## config.mk

```make
export PLATFORM = sky130hd
export DESIGN_NAME = fetch_fd_stage
export DESIGN_NICKNAME = d
export VERILOG_FILES = /design/src/rtl/fetch_fd_stage.sv
export SDC_FILE = /design/constraint.sdc
export NUM_CORES = 1
export LEC_CHECK = 0
export CAP_MARGIN = 20
export CORE_MARGIN = 2
export CORE_UTILIZATION = 25
export DETAILED_ROUTE_END_ITERATION = 8
export MAX_ROUTING_LAYER = met4
export PLACE_DENSITY = 0.46
export SYNTH_ARGS = -nofsm -noshare
export SYNTH_HDL_FRONTEND = slang
export SYNTH_SLANG_ARGS = --single-unit
```

## constraint.sdc

```tcl
create_clock -name clk -period 3.3 [get_ports clk]
set_input_delay 0.825 -clock clk [delete_from_list [all_inputs] [get_ports clk]]
set_output_delay 0.825 -clock clk [all_outputs]
set_load 0.03 [all_outputs]
```

## src/rtl/fetch_fd_stage.sv

```systemverilog
// F-stage program counter, next-PC selection and F/D pipeline register for the
// five-stage MIPS core; control transfers resolve in D with one delay slot.
module fetch_fd_stage #(
  parameter logic [31:0] PC_RESET = 32'h0000_3000,
  parameter logic [31:0] IM_BASE  = 32'h0000_3000,
  parameter int unsigned IM_WORDS = 4096
) (
  input  logic        clk,
  input  logic        reset,
  input  logic        Stall,
  input  logic [2:0]  NPCType,
  input  logic        CMPResult,
  input  logic [31:0] D_RSData,
  input  logic [31:0] F_instr,
  output logic [31:0] F_PC,
  output logic [31:0] D_instr,
  output logic [31:0] D_PC,
  output logic [31:0] D_PC8,
  output logic        D_valid,
  output logic        F_misalign
);

  localparam logic [31:0] IM_LAST = IM_BASE + (32'(IM_WORDS) << 2) - 32'd4;

  localparam logic [2:0] NPC_SEQ = 3'd0;
  localparam logic [2:0] NPC_BEQ = 3'd1;
  localparam logic [2:0] NPC_J   = 3'd2;
  localparam logic [2:0] NPC_JR  = 3'd3;

  localparam logic [31:0] NOP = 32'h0000_0000;

  logic [31:0] f_pc_r;
  logic [31:0] d_instr_r;
  logic [31:0] d_pc_r;
  logic        d_valid_r;
  logic [31:0] pc_plus4_s;
  logic [31:0] npc_s;
  logic        fetch_ok_s;

  function automatic logic fetch_ok(input logic [31:0] addr);
    fetch_ok = (addr[1:0] == 2'b00) && (addr >= IM_BASE) && (addr <= IM_LAST);
  endfunction

  function automatic logic [31:0] branch_target(input logic [31:0] pc,
                                                input logic [15:0] imm);
    branch_target = pc + 32'd4 + {{14{imm[15]}}, imm, 2'b00};
  endfunction

  function automatic logic [31:0] jump_target(input logic [31:0] pc,
                                              input logic [25:0] idx);
    jump_target = {pc[31:28], idx, 2'b00};
  endfunction

  assign pc_plus4_s = f_pc_r + 32'd4;
  assign fetch_ok_s = fetch_ok(f_pc_r);

  // Next-PC select; branch and jump targets are relative to the instruction in D
  always_comb begin
    npc_s = pc_plus4_s;
    case (NPCType)
      NPC_SEQ: npc_s = pc_plus4_s;
      NPC_BEQ: begin
        if (CMPResult) begin
          npc_s = branch_target(d_pc_r, d_instr_r[15:0]);
        end else begin
          npc_s = pc_plus4_s;
        end
      end
      NPC_J:   npc_s = jump_target(d_pc_r, d_instr_r[25:0]);
      NPC_JR:  npc_s = D_RSData;
      default: npc_s = pc_plus4_s;
    endcase
  end

  // PC and F/D register; a stall freezes both so a pending transfer re-evaluates
  always_ff @(posedge clk) begin
    if (!reset) begin
      f_pc_r    <= PC_RESET;
      d_instr_r <= NOP;
      d_pc_r    <= PC_RESET;
      d_valid_r <= 1'b0;
    end else if (!Stall) begin
      f_pc_r    <= npc_s;
      d_instr_r <= fetch_ok_s ? F_instr : NOP;
      d_pc_r    <= f_pc_r;
      d_valid_r <= fetch_ok_s;
    end
  end

  assign F_PC       = f_pc_r;
  assign D_instr    = d_instr_r;
  assign D_PC       = d_pc_r;
  assign D_PC8      = d_pc_r + 32'd8;
  assign D_valid    = d_valid_r;
  assign F_misalign = !fetch_ok_s;

endmodule

```

==> flow_summary_export.csv <==
group,metric,value,unit
pwr,p_per_area,310,mW/mm^2
logic_synthesis,syn_avg_cell_area,7.91,um^2
pwr,switching_share,0.299,
clocking,path_clk_slew,70,ps
logic_synthesis,yosysTopAreaCell,"dfxtp_1",
critical_path,startpoint_type,"flip-flop",
pwr,p_total,3.30,mW
logic_synthesis,ys_types,71,
clocking,cts_made_buffers,9,
placed_design,post-place-cells,1522,
critical_path,crit_path_top_delay_cell,"clkdlybuf4s50_1",
critical_path,cpPeakStageDelay,590,ps
logic_synthesis,synth_most_common_cell,"nand2_1",
sta,fin_skew,8.99,ps
critical_path,critPathTopFamily,"simple AND/OR/NAND/NOR gates",
critical_path,cp_cell_sequence,"nor4_1 -> nand4_1 -> nor3_4 -> inv_1 -> clkdlybuf4s50_1",
final_layout,stdcell_area,0.0107,mm^2
detailed_routing,vias_per_cell,4.98,
sta,finalHoldViolCount,0,
logic_synthesis,synth-main-ff-cell,"dfxtp_1",
sta,setup_ws,150,ps
clocking,clkSinkCount,97,
detailed_routing,drt_first_pass_iters,5,
clocking,cts_tree,"built",
sta,relSlewSlack,0.559,
pwr,netSwitchingPower,989,uW
sta,fmax,317,MHz
sta,setup_viol,0,
placed_design,dpl_cell_area,0.0102,mm^2
min_path,hold_path.class,"flip-flop to flip-flop",
placed_design,portBuffers,200,
die,die_h,176,um
logic_synthesis,synthTopCellsByArea,"dfxtp_1 (26%), ha_1 (10%), nand2_1 (6.0%)",
logic_synthesis,yosys.area.top_type_share,0.263,
global_routing,first_global_vias,7641,
die,dieArea,0.0309,mm^2
die,core,0.0289,mm^2
logic_synthesis,synthesis.nets,1066,
critical_path,worst_ep_arrival_time,2330,ps
logic_synthesis,yosysSeqAreaShare,0.263,
pwr,comb_power_share,0.225,
placed_design,hpwlAfterDp,22.3,mm
detailed_routing,ant_nets,0,
sta,timing.hold.ws,522,ps
die,io_pins,201,
placed_design,preCtsSetupSlack,281,ps
logic_synthesis,async_reset_ff_frac,0,
critical_path,critPathMaxFanout,6,
die,num_rows,62,
clocking,htreeDepth,3,
sta,min_period,3150,ps
pwr,p_leak,4.18,nW
global_routing,overflow,0,
sta,slew_violations,0,
global_routing,grt_pass1_wl,44.2,mm
run,max_cap_violations,0,
sta,post-route-period-util,0.955,
final_layout,final_cells,1541,
pwr,internal_power,2.32,mW
sta,rsz0062_at_grt,"no",
final_layout,area_delta_synth_final,44.3,%
final_layout,nets,1282,
run_status,status,"finished clean",
logic_synthesis,netlist_instances,934,
clocking,clock_path_buffers,2,
die,die-width,176,um
detailed_routing,vias,7680,
clocking,root_buffer,"clkbuf_16",
detailed_routing,routed_wl,28.8,mm
critical_path,endpoint_kind,"primary output",
pwr,p_clk_frac,0.390,
pwr,ir_drop,0.000193,V
final_layout,drive_gt1_frac,0.113,
detailed_routing,drt_iter0_markers,572,
logic_synthesis,ys_seq_elements,97,
sta,setup-tns-final,0,ps
final_layout,post-route-util,0.369,
critical_path,worstSetupPathType,"flip-flop to primary output",
critical_path,critPathRequiredTime,2470,ps
critical_path,crit_buf_inv,2,
logic_synthesis,yosysWarnings,0,
global_routing,grt_max_degree,109,
placed_design,globalplace.congestion,0.853,
detailed_routing,drcViolationCount,0,
detailed_routing,drt-wirelength-per-cell,18.7,um
logic_synthesis,syn_area,0.00738,mm^2
clocking,insertion_delay,360,ps
logic_synthesis,synth-edff-count,0,
sta,worst_pin_slew,655,ps
die,initial_core_util,0.256,
pwr,p_seq_frac,0.385,
logic_synthesis,synthTopCellsByCount,"nand2_1 (119), dfxtp_1 (97), ha_1 (60)",
global_routing,antenna_found_initial,2,
global_routing,grt_util_all_layers,0.190,
==> metal layers <==
layer / routed length (um) / up-vias / global-route usage
met5: 0 / - / -
met4: 454 / 0 / 0.0472
met3: 1720 / 23 / 0.0329
met2: 12900 / 245 / 0.291
met1: 13700 / 3590 / 0.258
li1: - / 3822 / -
==> flip-flops by register name (all words and copies together) (netlist names) <==
name,count
D_PC,32
D_instr,32
F_PC,32
D_valid,1
==> worst paths after layout <==
path | slack [ps] | depth (start not counted) | end | from
worst max register to register | 350 | 13 | F_PC[25] | D_instr[0]
worst max-delay path | 150 | 5 | F_misalign | F_PC[25]
worst min register to register | 520 | 2 | D_valid | D_valid
worst min-delay path | 520 | 2 | D_valid | D_valid
==> kinds of logic (layout without fill, tap and decap cells) <==
group                    after synthesis  in the layout  share of synthesized area
AO/OA/AOI/OAI                        252            252                      0.226
XOR/XNOR                              64             64                     0.0759
adder cells (fa/ha/maj)               61             61                      0.104
buffers and inverters                 79            300                     0.0429
flip-flops                            97             97                      0.263
multiplexers                          34             34                     0.0463
other                                  0              2                          0
AND/OR/NAND/NOR                      347            347                      0.241
==> power by group through the flow <==
stage               Combinational, mW  Sequential (mW)  Clock [mW]
floorplan                       0.300             1.38           0
global placement                0.744             1.30           0
detailed placement              0.745             1.30           0
CTS                             0.748             1.27        1.32
global route                    0.798             1.28        1.37
finish                          0.743             1.27        1.29
==> cell type report <==
type	instances	area [um^2]
clock buffers	10	239
fillers	3031	18200
inverters	22	82.6
flip-flops and latches	97	1940
diodes	2	5.00
clock inverters	6	115
well taps	384	480
repair buffers	262	2600
multi-input cells	758	5190
==> cell usage in the layout, fill, tap and decap left out, drive strengths merged, types with 4 or more instances in the layout <==
cell type | netlist | layout
inv | 22 | 22
a221o | 8 | 8
a211oi | 10 | 10
a31oi | 12 | 12
a21oi | 46 | 46
clkdlybuf4s50 | 0 | 178
xor2 | 15 | 15
a221oi | 22 | 22
a22oi | 5 | 5
or3 | 4 | 4
o31ai | 4 | 4
o21a | 7 | 7
and2 | 40 | 40
ha | 60 | 60
nand4 | 15 | 15
xnor2 | 49 | 49
clkbuf | 44 | 10
nand3 | 34 | 34
nor2b | 36 | 36
nor3 | 14 | 14
o21ai | 81 | 81
nand2b | 4 | 4
or2 | 4 | 4
a21o | 14 | 14
buf | 13 | 83
o211ai | 8 | 8
nor2 | 48 | 48
nand2 | 119 | 119
nor4 | 8 | 8
dfxtp | 97 | 97
and3 | 13 | 13
mux2i | 33 | 33
==> what timing repair did <==
item	in CTS	in global routing
buffers inserted	0	1
pin swaps	0	2
resized for setup	3	11
endpoints found under the setup margin	4	13
hold buffers	0	0
==> worst reg2reg max path, delay by kind of cell (launching register included) <==
family / cells / cell delay, ps
adder cells (fa/ha/maj): 3 / 770
AND/OR/NAND/NOR: 1 / 180
buffers and inverters: 3 / 190
flip-flops: 1 / 370
AO/OA/AOI/OAI: 6 / 1380
(Power assumes the default switching activity.)
